File: src/rtl/sprite_pkg.sv
// Shared sizes, sprite-table entry type and the lowest-set-bit isolator used
// by sprite_select_gen and its per-sprite comparator.
package sprite_pkg;
  localparam int NUM_SPRITES = 16;
  localparam int COORD_W     = 10;
  localparam int SPR_DIM     = 32;
  localparam int OFS_W       = $clog2(SPR_DIM);
  localparam int IDX_W       = $clog2(NUM_SPRITES);

  typedef struct packed {
    logic               en;
    logic [COORD_W-1:0] x;
    logic [COORD_W-1:0] y;
  } sprite_entry_t;

  // Two's-complement trick: v & -v keeps only the lowest set bit.
  function automatic logic [NUM_SPRITES-1:0] lowest_set(input logic [NUM_SPRITES-1:0] v);
    return v & (~v + NUM_SPRITES'(1));
  endfunction
endpackage

File: src/rtl/sprite_box_cmp.sv
// Single-sprite bounding-box test: hit plus x/y offset of the pixel inside the box.
module sprite_box_cmp
  import sprite_pkg::*;
(
  input  logic               ent_en,
  input  logic [COORD_W-1:0] ent_x,
  input  logic [COORD_W-1:0] ent_y,
  input  logic [COORD_W-1:0] pix_x,
  input  logic [COORD_W-1:0] pix_y,
  output logic               hit,
  output logic [OFS_W-1:0]   x_ofs,
  output logic [OFS_W-1:0]   y_ofs
);
  logic [COORD_W:0]   x_end, y_end;
  logic [COORD_W-1:0] dx, dy;
  logic               in_x, in_y;

  // One extra bit on the far edge so boxes near the right/bottom never wrap to 0.
  assign x_end = {1'b0, ent_x} + (COORD_W+1)'(SPR_DIM);
  assign y_end = {1'b0, ent_y} + (COORD_W+1)'(SPR_DIM);
  assign in_x  = (pix_x >= ent_x) && ({1'b0, pix_x} < x_end);
  assign in_y  = (pix_y >= ent_y) && ({1'b0, pix_y} < y_end);
  assign hit   = ent_en && in_x && in_y;

  assign dx    = pix_x - ent_x;
  assign dy    = pix_y - ent_y;
  assign x_ofs = dx[OFS_W-1:0];
  assign y_ofs = dy[OFS_W-1:0];
endmodule

File: src/rtl/sprite_select_gen.sv
// Per-pixel sprite selector: 16 box tests, lowest-index priority, one-hot sel
// and in-sprite offsets, two registered stages. SPRITE_COLLIDE_EN adds a
// sticky multi-hit collision flag.
module sprite_select_gen
  import sprite_pkg::*;
(
  input  logic                   clk,
  input  logic                   rst_n,
  input  logic                   cfg_we,
  input  logic [IDX_W-1:0]       cfg_idx,
  input  logic                   cfg_en,
  input  logic [COORD_W-1:0]     cfg_x,
  input  logic [COORD_W-1:0]     cfg_y,
  input  logic                   pix_valid,
  input  logic [COORD_W-1:0]     pix_x,
  input  logic [COORD_W-1:0]     pix_y,
  input  logic                   stall,
`ifdef SPRITE_COLLIDE_EN
  input  logic                   collide_clr,
  output logic                   collide,
`endif
  output logic [NUM_SPRITES-1:0] sel,
  output logic                   hit,
  output logic [OFS_W-1:0]       row_ofs,
  output logic [OFS_W-1:0]       col_ofs,
  output logic                   out_valid
);
  localparam int STAGES = 2;

  sprite_entry_t tbl_q [NUM_SPRITES];
  sprite_entry_t tbl_d [NUM_SPRITES];

  logic [NUM_SPRITES-1:0]            cmp_hit;
  logic [NUM_SPRITES-1:0][OFS_W-1:0] cmp_xofs, cmp_yofs;

  logic [NUM_SPRITES-1:0]            hit_vec_q, hit_vec_d;
  logic [NUM_SPRITES-1:0][OFS_W-1:0] xofs_q, xofs_d, yofs_q, yofs_d;
  logic [STAGES:1]                   vld_pipe_q, vld_pipe_d;

  logic [NUM_SPRITES-1:0]            iso, sel_q, sel_d;
  logic                              hit_q, hit_d;
  logic [OFS_W-1:0]                  row_pick, col_pick;
  logic [OFS_W-1:0]                  row_ofs_q, row_ofs_d, col_ofs_q, col_ofs_d;
`ifdef SPRITE_COLLIDE_EN
  logic                              multi_q, multi_d, collide_q, collide_d;
`endif

  // Table writes ignore stall; stage 1 already captured its own hit results.
  always_comb begin
    tbl_d = tbl_q;
    if (cfg_we) tbl_d[cfg_idx] = '{en: cfg_en, x: cfg_x, y: cfg_y};
  end

  for (genvar i = 0; i < NUM_SPRITES; i++) begin : g_cmp
    sprite_box_cmp u_cmp (
      .ent_en (tbl_q[i].en),
      .ent_x  (tbl_q[i].x),
      .ent_y  (tbl_q[i].y),
      .pix_x  (pix_x),
      .pix_y  (pix_y),
      .hit    (cmp_hit[i]),
      .x_ofs  (cmp_xofs[i]),
      .y_ofs  (cmp_yofs[i])
    );
  end

  // iso is one-hot or zero, so OR-ing masked offsets acts as a mux.
  always_comb begin
    iso      = lowest_set(hit_vec_q);
    row_pick = '0;
    col_pick = '0;
    for (int i = 0; i < NUM_SPRITES; i++) begin
      if (iso[i]) begin
        row_pick = row_pick | yofs_q[i];
        col_pick = col_pick | xofs_q[i];
      end
    end
  end

  always_comb begin
    hit_vec_d  = hit_vec_q;
    xofs_d     = xofs_q;
    yofs_d     = yofs_q;
    vld_pipe_d = vld_pipe_q;
    sel_d      = sel_q;
    hit_d      = hit_q;
    row_ofs_d  = row_ofs_q;
    col_ofs_d  = col_ofs_q;
`ifdef SPRITE_COLLIDE_EN
    multi_d    = multi_q;
`endif
    if (!stall) begin
      hit_vec_d  = cmp_hit;
      xofs_d     = cmp_xofs;
      yofs_d     = cmp_yofs;
      vld_pipe_d = {vld_pipe_q[STAGES-1:1], pix_valid};
      sel_d      = vld_pipe_q[1] ? iso : '0;
      hit_d      = vld_pipe_q[1] & (|hit_vec_q);
      row_ofs_d  = vld_pipe_q[1] ? row_pick : '0;
      col_ofs_d  = vld_pipe_q[1] ? col_pick : '0;
`ifdef SPRITE_COLLIDE_EN
      // popcount >= 2 is the same as a hit surviving removal of the lowest one.
      multi_d    = vld_pipe_q[1] & (|(hit_vec_q & ~iso));
`endif
    end
  end

`ifdef SPRITE_COLLIDE_EN
  // Set has priority over clear when both land on the same edge.
  always_comb begin
    collide_d = (collide_q & ~collide_clr) | (~stall & vld_pipe_q[STAGES] & multi_q);
  end
`endif

  always_ff @(posedge clk) begin
    if (!rst_n) begin
      for (int i = 0; i < NUM_SPRITES; i++) tbl_q[i] <= '0;
      hit_vec_q  <= '0;
      xofs_q     <= '0;
      yofs_q     <= '0;
      vld_pipe_q <= '0;
      sel_q      <= '0;
      hit_q      <= 1'b0;
      row_ofs_q  <= '0;
      col_ofs_q  <= '0;
`ifdef SPRITE_COLLIDE_EN
      multi_q    <= 1'b0;
      collide_q  <= 1'b0;
`endif
    end else begin
      tbl_q      <= tbl_d;
      hit_vec_q  <= hit_vec_d;
      xofs_q     <= xofs_d;
      yofs_q     <= yofs_d;
      vld_pipe_q <= vld_pipe_d;
      sel_q      <= sel_d;
      hit_q      <= hit_d;
      row_ofs_q  <= row_ofs_d;
      col_ofs_q  <= col_ofs_d;
`ifdef SPRITE_COLLIDE_EN
      multi_q    <= multi_d;
      collide_q  <= collide_d;
`endif
    end
  end

  assign sel       = sel_q;
  assign hit       = hit_q;
  assign row_ofs   = row_ofs_q;
  assign col_ofs   = col_ofs_q;
  assign out_valid = vld_pipe_q[STAGES];
`ifdef SPRITE_COLLIDE_EN
  assign collide   = collide_q;
`endif
endmodule

File: config.mk
export PLATFORM = sky130hd
export DESIGN_NAME = sprite_select_gen
export DESIGN_NICKNAME = d
export VERILOG_FILES = /design/src/rtl/sprite_pkg.sv /design/src/rtl/sprite_box_cmp.sv /design/src/rtl/sprite_select_gen.sv
export SDC_FILE = /design/constraint.sdc
export NUM_CORES = 2
export LEC_CHECK = 0
export ABC_CLOCK_PERIOD_IN_PS = 2600
export BUFFER_PORTS_ARGS = -buffer_cell sky130_fd_sc_hd__clkbuf_2
export CAP_MARGIN = 20
export CORE_ASPECT_RATIO = 1.5
export CORE_MARGIN = 5
export CORE_UTILIZATION = 45
export CTS_BUF_LIST = sky130_fd_sc_hd__clkbuf_2 sky130_fd_sc_hd__clkbuf_4 sky130_fd_sc_hd__clkbuf_8
export CTS_CLUSTER_DIAMETER = 200
export DETAILED_ROUTE_END_ITERATION = 7
export PLACE_DENSITY_LB_ADDON = 0.05
export SYNTH_ARGS = -nofsm -noshare
export SYNTH_HDL_FRONTEND = slang
export SYNTH_SLANG_ARGS = --single-unit
File: constraint.sdc
create_clock -name clk -period 2.6 [get_ports clk]
set_input_delay 0.52 -clock clk [delete_from_list [all_inputs] [get_ports clk]]
set_output_delay 0.52 -clock clk [all_outputs]
set_load 0.01 [all_outputs]
==> results.md <==
Cells and area:
- Summing all multi-input logic gate instances after layout gives 22600 µm².
- The core occupancy in the finished layout is between 50% and 60%.
- The final net count is 5485.
- After filler insertion, the fill cell instance count of the layout stands at between 7000 and 8000.
- Across the whole layout, storage elements account for 10800 µm².
- From synthesis to final layout, the design area changed by 17.2%.
- In the final layout, the share of cells above drive strength 1 is 13.0%.

Global routing:
- Entering global routing, the biggest net connects 219 pins.
- The aggregate global-route resource usage is 30.4%.
- The initial antenna violation count is 8.
- The first global-routing pass estimated 197000 µm of wire.
- The remaining global-route overflow is 0.
- The number of global-route vias before repair is ~32000.

CTS:
- The clock tree from TritonCTS is built.
- The tree is rooted in a clkbuf_8.
- After clock tree synthesis, the clock-pin slew on the worst setup and hold paths is 0.07 ns.
- At the later pin of the worst-skew pair, clock insertion delay measures around 0.74 ns.
- The maximum level of the CTS H-tree is 3.
- The number of buffers inserted during clock tree synthesis is 93.
- The TritonCTS sink count is 541.
- In this run the deepest clock path goes through 3 buffers.

Floorplanning:
- Once the floorplan was initialized, standard cells occupied 45.3% of the core.
- The total area inside the core boundary comes to about 79000 µm².
- The die is 354 µm tall.
- The die outline area is 84900 µm².
- Row generation in the floorplan step produced 126 rows.
- The chip width is 240 µm.
- 78 I/O pins were placed.

Setup path:
- The cell with the largest stage delay on the worst path is a2111oi_0.
- The capturing element type of the critical path is a flop.
- In this run the critical register-to-register path is launched from hit_vec_q[0]$_SDFFE_PN0N_.
- The sort of element at the start of the critical path is a flop.
- The largest single stage delay on the critical path is 0.60 ns.
- The data required time of the critical path is roughly 3.2 ns.
- The critical path data arrival time is 3.06 ns.
- By instance count, the cell type seen most on the critical path is buf_4.
- The total buffers and inverters traversed by the critical path is 2.
- The number of cells on the worst reg-to-reg path is 7.
- The critical path is of the flop to flop type.
- The capture point of the worst reg-to-reg path is row_ofs[4]$_SDFFE_PN0N_.
- Of all nets on the critical path, the largest fanout is 14.
- The critical path goes through buf_4 -> buf_4 -> a21oi_1 -> a221oi_1 -> nand3_1 -> a2111oi_0 -> a32oi_1.
- The category of cells accounting for the largest share of critical-path delay is compound AO/OA/AOI/OAI gates.
- Setup slack on the worst reg-to-reg path comes out at 0.10 ns.

Timing:
- The final setup violation count is 0.
- The count of final hold-check violations is 0.
- The final cycle utilization of the critical path is 96.0%.
- The setup TNS after final layout is 0 ns.
- The minimum hold slack is 0.0873 ns.
- At the pin with the least slew margin, the transition time is 1.31 ns.
- The worst path needs around 2.5 ns of the cycle, external delays included.
- The remaining max-slew budget at the tightest pin is 13.0%.
- Static timing analysis puts the maximum clock frequency at 401 MHz.
- The final number of max-transition violations came to 0.
- Across all setup checks in the final design, the least slack found is between 0.1 and 0.15 ns.
- Clock skew on the completed layout was measured at roughly 0.029 ns.

Yosys:
- After synthesis the netlist holds a flip-flop and latch count of 541.
- The leading area contributor after synthesis is dfxtp_1.
- The number of flops mapped to enable cells by yosys is 0.
- By instance count, the leading cell after synthesis is nand2_1.
- The share of synthesized area in the top cell type comes to a little under a third.
- The main flop type after synthesis is dfxtp_1.
- The number of nets handed over by synthesis was 5188.
- Yosys attributes the largest share of cell area to dfxtp_1 (30%), ha_1 (18%), nand2_1 (10%), a21oi_1 (7.8%), xnor2_1 (3.9%).
- The Yosys step of the flow raised 0 warnings.
- The commonest cells after synthesis are nand2_1 (951), a21oi_1 (554), dfxtp_1 (541), ha_1 (512), inv_1 (356).
- The share of flip-flops with an asynchronous set or reset is 0%.
- After synthesis the cells add up to 35600 µm².
- The average instance area after synthesis is 7.74 µm².
- Sequential elements use 30.4% of the synthesized area.
- The number of distinct library cell variants in the gate-level netlist after synthesis is 74.
- In the synthesized netlist, the number of instances is approximately 4600.

Routing:
- The average wire per standard cell is 22.0 µm.
- After detailed routing, the total wire length is 132000 µm.
- Detailed routing inserted a total of 33700 vias.
- For this run, design rule violations remaining after detail routing come to 0.
- The starting DRC count in detailed routing is 2240.
- The count of antenna-violating nets left after detailed routing is 0.
- The first detailed-routing pass took 8 iterations.
- Using the TritonRoute via totals, the vias-per-cell ratio works out to between 5 and 6.

Status:
- The flow ran to the end, and the final reports show no timing, DRC or antenna violations.

Min path:
- The worst hold path terminates at vld_pipe_q[1]$_SDFFE_PN0N_.
- The worst hold path stage count is 3.
- The beginning of the worst hold path is pix_valid.
- The path class of the tightest hold or removal check is input pin to flop.

Power:
- The total power per unit cell area is 495 nW/µm².
- The analysis attributes to cell leakage a power of 16.0 nW.
- The worst-case vdd ir drop is 0.474 mV.
- After layout, the design draws a total of 20.7 mW.

Place:
- Once detailed placement completed, the half-perimeter wirelength came to 93300 µm.
- Timing analysis after detailed placement gives a worst setup slack of -0.342 ns.
- The routability-driven placement congestion ratio is 0.932.
- The count of buffers inserted at the top-level ports is 77.

Flow run:
- The number of maximum-capacitance constraint violations is 0.
-- final cells by class --
cell class | count | share of cell area, %
multi-input cells | 3463 | 54.2
flip-flops and latches | 541 | 26.0
repair buffers | 435 | 8.61
clock buffers | 143 | 4.45
inverters | 357 | 3.26
well taps | 1024 | 3.07
clock inverters | 18 | 0.402
diodes | 6 | 0.0360
-- how the worst max path moves through the flow --
stage,startpoint,to,slack [ns],depth (start not counted)
2_1_floorplan,pix_x[1],hit_vec_q[10]$_SDFFE_PN0N_,-0.07,9
3_3_place_gp,pix_y[1],hit_vec_q[4]$_SDFFE_PN0N_,-0.35,10
3_5_place_dp,pix_x[0],hit_vec_q[11]$_SDFFE_PN0N_,-0.34,13
4_1_cts,tbl_q[300]$_SDFFE_PN0P_,hit_vec_q[1]$_SDFFE_PN0N_,0.01,12
5_1_grt,tbl_q[301]$_SDFFE_PN0P_,hit_vec_q[1]$_SDFFE_PN0N_,-0.005,12
6_report,hit_vec_q[0]$_SDFFE_PN0N_,row_ofs[4]$_SDFFE_PN0N_,0.10,7
-- stage by stage --
step	std cells	cell area [µm²]
floorplan	4594	35600
global placement	5818	39600
detailed placement	5818	39600
CTS	5979	41600
global route	5983	41700
finish	5987	41700
-- tightest hold or removal path: cells and delay by family --
| family | cells | cell delay (ns) |
|---|---|---|
| buf+inv | 1 | 0.11 |
| mux | 1 | 0.07 |
| simple gates | 1 | 0.07 |
-- cell families after synthesis --
kind of cell | Yosys count | share of synthesized area (%)
xor+xnor | 168 | 4.14
compound gates | 1125 | 19.2
simple gates | 1623 | 20.0
fa+ha+maj | 544 | 19.8
mux | 3 | 0.0844
buf+inv | 590 | 6.28
flops | 541 | 30.4
-- flip-flops by register name (all words and copies together) (netlist names) --
register,flops
tbl_q,336
vld_pipe_q,2
xofs_q,80
hit,1
yofs_q,80
row_ofs,5
sel,16
hit_vec_q,16
col_ofs,5
-- cell usage in the layout (no fill, tap or decap), types with 13 or more instances in the layout --
| cell type | n |
|---|---|
| buf_12 | 41 |
| clkbuf_8 | 125 |
| nand3b_1 | 27 |
| fa_1 | 28 |
| and3_1 | 14 |
| inv_1 | 353 |
| o31ai_1 | 22 |
| nor2b_1 | 81 |
| clkbuf_4 | 18 |
| nor2_1 | 248 |
| and2_1 | 19 |
| a32oi_1 | 13 |
| a21o_1 | 41 |
| nand2_1 | 951 |
| a2111oi_0 | 16 |
| ha_1 | 512 |
| a31oi_1 | 31 |
| clkbuf_2 | 76 |
| or3_1 | 19 |
| a211oi_1 | 95 |
| nor3_1 | 33 |
| xnor2_1 | 158 |
| dfxtp_1 | 541 |
| a41oi_1 | 13 |
| nand4_1 | 38 |
| o2111ai_1 | 28 |
| nand2b_1 | 38 |
| o21ai_0 | 148 |
| a21oi_1 | 554 |
| o21a_1 | 38 |
| nand3_1 | 103 |
| buf_4 | 317 |
| clkinv_2 | 14 |
| o211ai_1 | 25 |
-- routing by layer --
layer,GRT usage (%),wire length (µm),vias to the layer above
li1,-,-,16400
met1,38.1,54700,16000
met2,51.4,62400,964
met3,4.10,7660,280
met4,14.3,7200,8
met5,0,55,-
-- where the power goes --
part | total [mW] | leakage (nW) | internal, mW | switching (mW)
clock network | 8.69 | 1.08 | 4.81 | 3.87
logic | 3.27 | 10.5 | 1.30 | 1.98
registers | 8.70 | 4.40 | 8.54 | 0.163
-- what timing repair did --
action | CTS | global route
endpoints found under the setup margin | 0 | 6
hold buffers | 0 | 0
gates resized for setup | 0 | 13
buffers inserted | 0 | 2
Power figures use the tool's default switching activity.
